$ cat src/rtl/fetch_queue_unit.sv
// Instruction fetch stage with a DEPTH-entry prefetch queue between instruction memory and decode.
// One memory request is outstanding at a time; redirects flush the queue and drop stale responses.
module fetch_queue_unit #(
    parameter int unsigned     XLEN            = 32,
    parameter int unsigned     DEPTH           = 4,
    parameter logic [XLEN-1:0] RESET_PC        = 32'h8000_0000,
    parameter bit              STALL_ON_BRANCH = 1'b1
) (
    input  logic                       clk_i,
    input  logic                       rst_i,
    output logic                       mem_req_o,
    output logic [XLEN-1:0]            mem_addr_o,
    input  logic                       mem_resp_valid_i,
    input  logic [XLEN-1:0]            mem_data_i,
    input  logic                       redirect_i,
    input  logic [XLEN-1:0]            redirect_pc_i,
    output logic                       dec_valid_o,
    input  logic                       dec_ready_i,
    output logic [XLEN-1:0]            dec_instr_o,
    output logic [XLEN-1:0]            dec_pc_o,
    output logic                       dec_is_branch_o,
    output logic                       branch_pending_o,
    output logic [$clog2(DEPTH+1)-1:0] queue_count_o
);

    localparam int unsigned     PW      = $clog2(DEPTH);
    localparam int unsigned     CW      = $clog2(DEPTH + 1);
    localparam logic [CW-1:0]   DEPTH_C = CW'(DEPTH);
    localparam logic [XLEN-1:0] PC_STEP = XLEN'(4);

    typedef enum logic [1:0] {
        IDLE,
        REQ,
        HOLD,
        DISCARD
    } state_t;

    state_t          state;
    logic [XLEN-1:0] fetch_pc;
    logic [XLEN-1:0] req_addr;
    logic            mem_req_q;
    logic            branch_pending_q;

    logic [XLEN-1:0] q_instr [DEPTH];
    logic [XLEN-1:0] q_pc    [DEPTH];
    logic            q_br    [DEPTH];
    logic [PW-1:0]   rd_ptr;
    logic [PW-1:0]   wr_ptr;
    logic [CW-1:0]   count;

    logic            accept;
    logic            pop;
    logic            push;
    logic            resp_is_branch;
    logic [CW-1:0]   count_after_pop;
    logic [CW-1:0]   count_after_push;
    logic [XLEN-1:0] redirect_aligned;

    assign accept           = mem_req_q & mem_resp_valid_i;
    assign pop              = (count != '0) & dec_ready_i;
    assign push             = (state == REQ) & accept & ~redirect_i;
    assign count_after_pop  = count - CW'(pop);
    assign count_after_push = count_after_pop + CW'(1);
    assign redirect_aligned = {redirect_pc_i[XLEN-1:2], 2'b00};

    // Conditional branch, jal and jalr all end sequential fetch.
    assign resp_is_branch = (mem_data_i[6:0] == 7'b1100011) ||
                            (mem_data_i[6:0] == 7'b1101111) ||
                            (mem_data_i[6:0] == 7'b1100111);

    always_ff @(posedge clk_i) begin
        if (rst_i) begin
            state            <= IDLE;
            fetch_pc         <= RESET_PC;
            req_addr         <= RESET_PC;
            mem_req_q        <= 1'b0;
            branch_pending_q <= 1'b0;
            rd_ptr           <= '0;
            wr_ptr           <= '0;
            count            <= '0;
            for (int i = 0; i < int'(DEPTH); i++) begin
                q_instr[i] <= '0;
                q_pc[i]    <= '0;
                q_br[i]    <= 1'b0;
            end
        end else if (redirect_i) begin
            // A request still waiting in REQ must finish at its old address before the new one.
            count            <= '0;
            rd_ptr           <= '0;
            wr_ptr           <= '0;
            fetch_pc         <= redirect_aligned;
            mem_req_q        <= 1'b1;
            branch_pending_q <= 1'b0;
            if ((state == REQ) && !accept) begin
                state <= DISCARD;
            end else begin
                state    <= REQ;
                req_addr <= redirect_aligned;
            end
        end else begin
            if (push) begin
                q_instr[wr_ptr] <= mem_data_i;
                q_pc[wr_ptr]    <= req_addr;
                q_br[wr_ptr]    <= resp_is_branch;
                wr_ptr          <= wr_ptr + PW'(1);
            end
            if (pop) begin
                rd_ptr <= rd_ptr + PW'(1);
            end
            count <= push ? count_after_push : count_after_pop;

            case (state)
                IDLE: begin
                    if (count_after_pop < DEPTH_C) begin
                        state     <= REQ;
                        mem_req_q <= 1'b1;
                        req_addr  <= fetch_pc;
                    end
                end
                REQ: begin
                    if (accept) begin
                        fetch_pc <= fetch_pc + PC_STEP;
                        if (resp_is_branch && STALL_ON_BRANCH) begin
                            state            <= HOLD;
                            mem_req_q        <= 1'b0;
                            branch_pending_q <= 1'b1;
                        end else if (count_after_push < DEPTH_C) begin
                            req_addr <= fetch_pc + PC_STEP;
                        end else begin
                            state     <= IDLE;
                            mem_req_q <= 1'b0;
                        end
                    end
                end
                HOLD: begin
                end
                DISCARD: begin
                    if (accept) begin
                        state    <= REQ;
                        req_addr <= fetch_pc;
                    end
                end
                default: begin
                    state     <= IDLE;
                    mem_req_q <= 1'b0;
                end
            endcase
        end
    end

    assign mem_req_o        = mem_req_q;
    assign mem_addr_o       = req_addr;
    assign dec_valid_o      = (count != '0);
    assign dec_instr_o      = q_instr[rd_ptr];
    assign dec_pc_o         = q_pc[rd_ptr];
    assign dec_is_branch_o  = q_br[rd_ptr];
    assign branch_pending_o = branch_pending_q;
    assign queue_count_o    = count;

endmodule

$ cat config.mk
export PLATFORM = sky130hd
export DESIGN_NAME = fetch_queue_unit
export DESIGN_NICKNAME = d
export VERILOG_FILES = /design/src/rtl/fetch_queue_unit.sv
export SDC_FILE = /design/constraint.sdc
export NUM_CORES = 1
export LEC_CHECK = 0
export ABC_AREA = 1
export CAP_MARGIN = 10
export CORE_MARGIN = 4
export CORE_UTILIZATION = 49
export DETAILED_ROUTE_END_ITERATION = 16
export PLACE_DENSITY_LB_ADDON = 0.1
export SYNTH_ARGS = -nofsm -noshare
export SYNTH_HDL_FRONTEND = slang
export SYNTH_SLANG_ARGS = --single-unit
$ cat constraint.sdc
create_clock -name clk_i -period 10.4 [get_ports clk_i]
set_input_delay 2.6 -clock clk_i [delete_from_list [all_inputs] [get_ports clk_i]]
set_output_delay 2.6 -clock clk_i [all_outputs]
set_load 0.03 [all_outputs]
==> reports/metrics.yaml <==
status: "completed"
dpl_cell_area_sq_mm: 0.01752
cts_tree: "done"
num_antenna_cells: 0
min_period_ns: 6.136
drtPass1Iterations: 5
use_met3_pct: 3.461
worstPathRequired_ns: 7.80
antenna_found_initial: 0
cts.htree.levels: 2
port_buffers: 165
drive_gt1_share_pct: 8.564
finalInstanceArea_sq_mm: 0.01861
hpwl_mm: 25.41
wl_per_cell_um: 18.23
die_h_um: 186.5
grtUsageMet2_pct: 40.95
rsz0062_at_grt: "false"
grt_busiest_layer: "met2"
grt-ovfl-total: 0
start_util_pct: 49.61
netlist_instances: 1764
ant_nets: 0
drcViolationCount: 0
slew_viol_final: 0
dp_cells: 2252
place_ws_ns: 3.936
synth_seq_area_share_pct: 57.83
post_synth.cell_area_avg_sq_um: 8.851
setup_viol_count_final: 0
cts_hold_buffers: 0
grt_start_max_net_pins: 89
worst_slack_ns: 4.264
tightest_slew_ns: 1.160
clock_sinks: 325
ys_ff_latch: 325
end_kind: "output port"
grt_pass1_vias: 12380
dr.first_iter.drc_count: 956
holdWs_ns: 0.4584
hold_viol_final: 0
yosys_most_used_dff: "edfxtp_1"
cts.clk_slew.worst_paths_ns: 0.06
die_area_sq_mm: 0.03478
period_share_pct: 59.00
hold_path.class: "reg -> reg"
gr-usage-met1_pct: 30.53
synth_edf_count: 252
drv_cap: 0
fin_cells: 2317
arrival_ns: 3.54
syn2layout_area_growth_pct: 19.19
critPathMaxFanout: 88
async_flop_share_pct: 0
start_kind: "flop"
powerDensity_mw_per_mm2: 198.8
finClkSkew_ns: 0.008664
grt_pass1_wl_mm: 66.29
yosys_warnings: 0
p_leak_uw: 0.007067
core_sq_mm: 0.03147
grt_use_total_pct: 23.70
max_freq_ghz: 0.1630
setup_tns_ns: 0
totalWireLength_mm: 42.23
clock_latency_ns: 0.51
worstSetupPathType: "reg -> out"
synth_cell_types: 38
slew_headroom_pct: 22.34
final_nets: 1964
io_pins: 172
post-cts-setup-buffer-count: 0
cts_made_buffers: 36
routabilityCongestion: 0.9170
ir_worst_vdd_mv: 0.1112
synth_area_sq_mm: 0.01561
num_vias: 12440
clock_path_buffers: 3
cts_root_buf: "clkbuf_16"
rows: 65
die_width_um: 186.5
via_per_inst: 5.370
cts_resized: 0
-- state kept, by name, summed over array words and instances (netlist names), named ones only --
signal	cells
q_instr	128
q_pc	120
fetch_pc	30
mem_addr_o	30
q_br	4
queue_count_o	3
rd_ptr	2
state	2
wr_ptr	2
branch_pending_o	1
mem_req_o	1
-- cell families (layout without fill, tap and decap cells) --
| logic type | after synthesis | in the layout | share of synthesized area [%] |
|---|---|---|---|
| buffers and inverters | 297 | 445 | 7.605 |
| flip-flops | 325 | 325 | 57.83 |
| adder cells (fa/ha/maj) | 7 | 7 | 0.5609 |
| XOR/XNOR | 8 | 8 | 0.4487 |
| AO/OA/AOI/OAI | 336 | 336 | 11.72 |
| AND/OR/NAND/NOR | 790 | 790 | 21.81 |
| other | 1 | 4 | 0.02402 |
-- layout by cell type (no fill, tap or decap), types with 4 or more instances in the layout --
master and count:
nand2_1 260, a21boi_0 8, xnor2_1 4, clkinv_1 13, a21oi_1 53, xor2_1 4
o22ai_1 64, conb_1 4, edfxtp_1 252, nand4_1 14, a31oi_1 7, clkdlybuf4s50_1 165
inv_1 154, clkbuf_1 5, ha_1 7, nor2_1 430, dfxtp_1 71, o21ai_0 188
clkinv_2 6, inv_2 42, o221ai_1 5, buf_4 15, clkbuf_16 37, nand3_1 32
nor2_4 39
-- cells in the mapped netlist (2+ instances only) --
cell type  number  area share (%)
a21o_1          2           0.096
inv_1         156             3.8
nand2_1       263             6.3
a21oi_1        53             1.7
ha_1            7            0.56
dfxtp_1        73             9.4
a21boi_0        8            0.38
xnor2_1         4            0.22
a31oi_1         7            0.28
o21ai_0       191             6.1
buf_4           4            0.19
buf_6           6            0.43
nor2_8          2            0.26
o221ai_1        5            0.28
buf_2           6            0.19
edfxtp_1      252              48
buf_1           5            0.12
nand3b_1        3            0.14
o22ai_1        64             2.6
xor2_1          4            0.22
inv_4           2           0.080
nor2_4         39             2.8
nand3_1        33             1.1
inv_2          41            0.99
nor2_1        431              10
clkbuf_1       76             1.8
nand4_1        14            0.56
a22oi_1         3            0.14
-- layout make-up --
class | instances | area [sq um]
Clock buffer | 43 | 958.4
Clock inverter | 22 | 128.9
Fill cell | 2816 | 12860
Inverter | 200 | 759.5
Multi-Input combinational cell | 1145 | 5463
Sequential cell | 325 | 9034
Tap cell | 402 | 503.0
Timing Repair Buffer | 180 | 1764
-- routing by layer --
layer,part of all wire [%],wire (um),vias up
li1,-,-,6063
met1,42,17810,5890
met2,49,20670,414
met3,5.6,2344,75
met4,3.3,1411,0
met5,0,0,-
-- report_power, final --
| group | switching, uW | total [uW] | internal (uW) |
|---|---|---|---|
| clock network | 499 | 1180 | 681 |
| registers | 81.7 | 1600 | 1520 |
| logic | 627 | 921 | 293 |
-- stage by stage --
stage	util, %	total power (uW)
floorplan	-	2194
global placement	55.67	2537
detailed placement	55.67	2545
CTS	59.13	3726
global route	59.13	3875
finish	59.13	3699
-- path summary, 6_finish.rpt --
kind / startpoint / to / slack, ns / depth (start not counted)
setup / recovery: flop / dec_pc_o[18] / 4.26 / 5
hold / removal: rd_ptr[1] / flop / 0.46 / 2
setup reg to reg: queue_count_o[2] / mem_addr_o[4] / 6.53 / 14
hold reg to reg: rd_ptr[1] / flop / 0.46 / 2
-- worst max-delay path, cell delays in order (launching register included) --
cell and delay [ns]:
dfxtp_4 0.50, clkinv_2 0.45, buf_4 0.80, o21ai_0 0.18
o22ai_1 0.29, clkdlybuf4s50_1 0.74
Power figures use the tool's default switching activity.
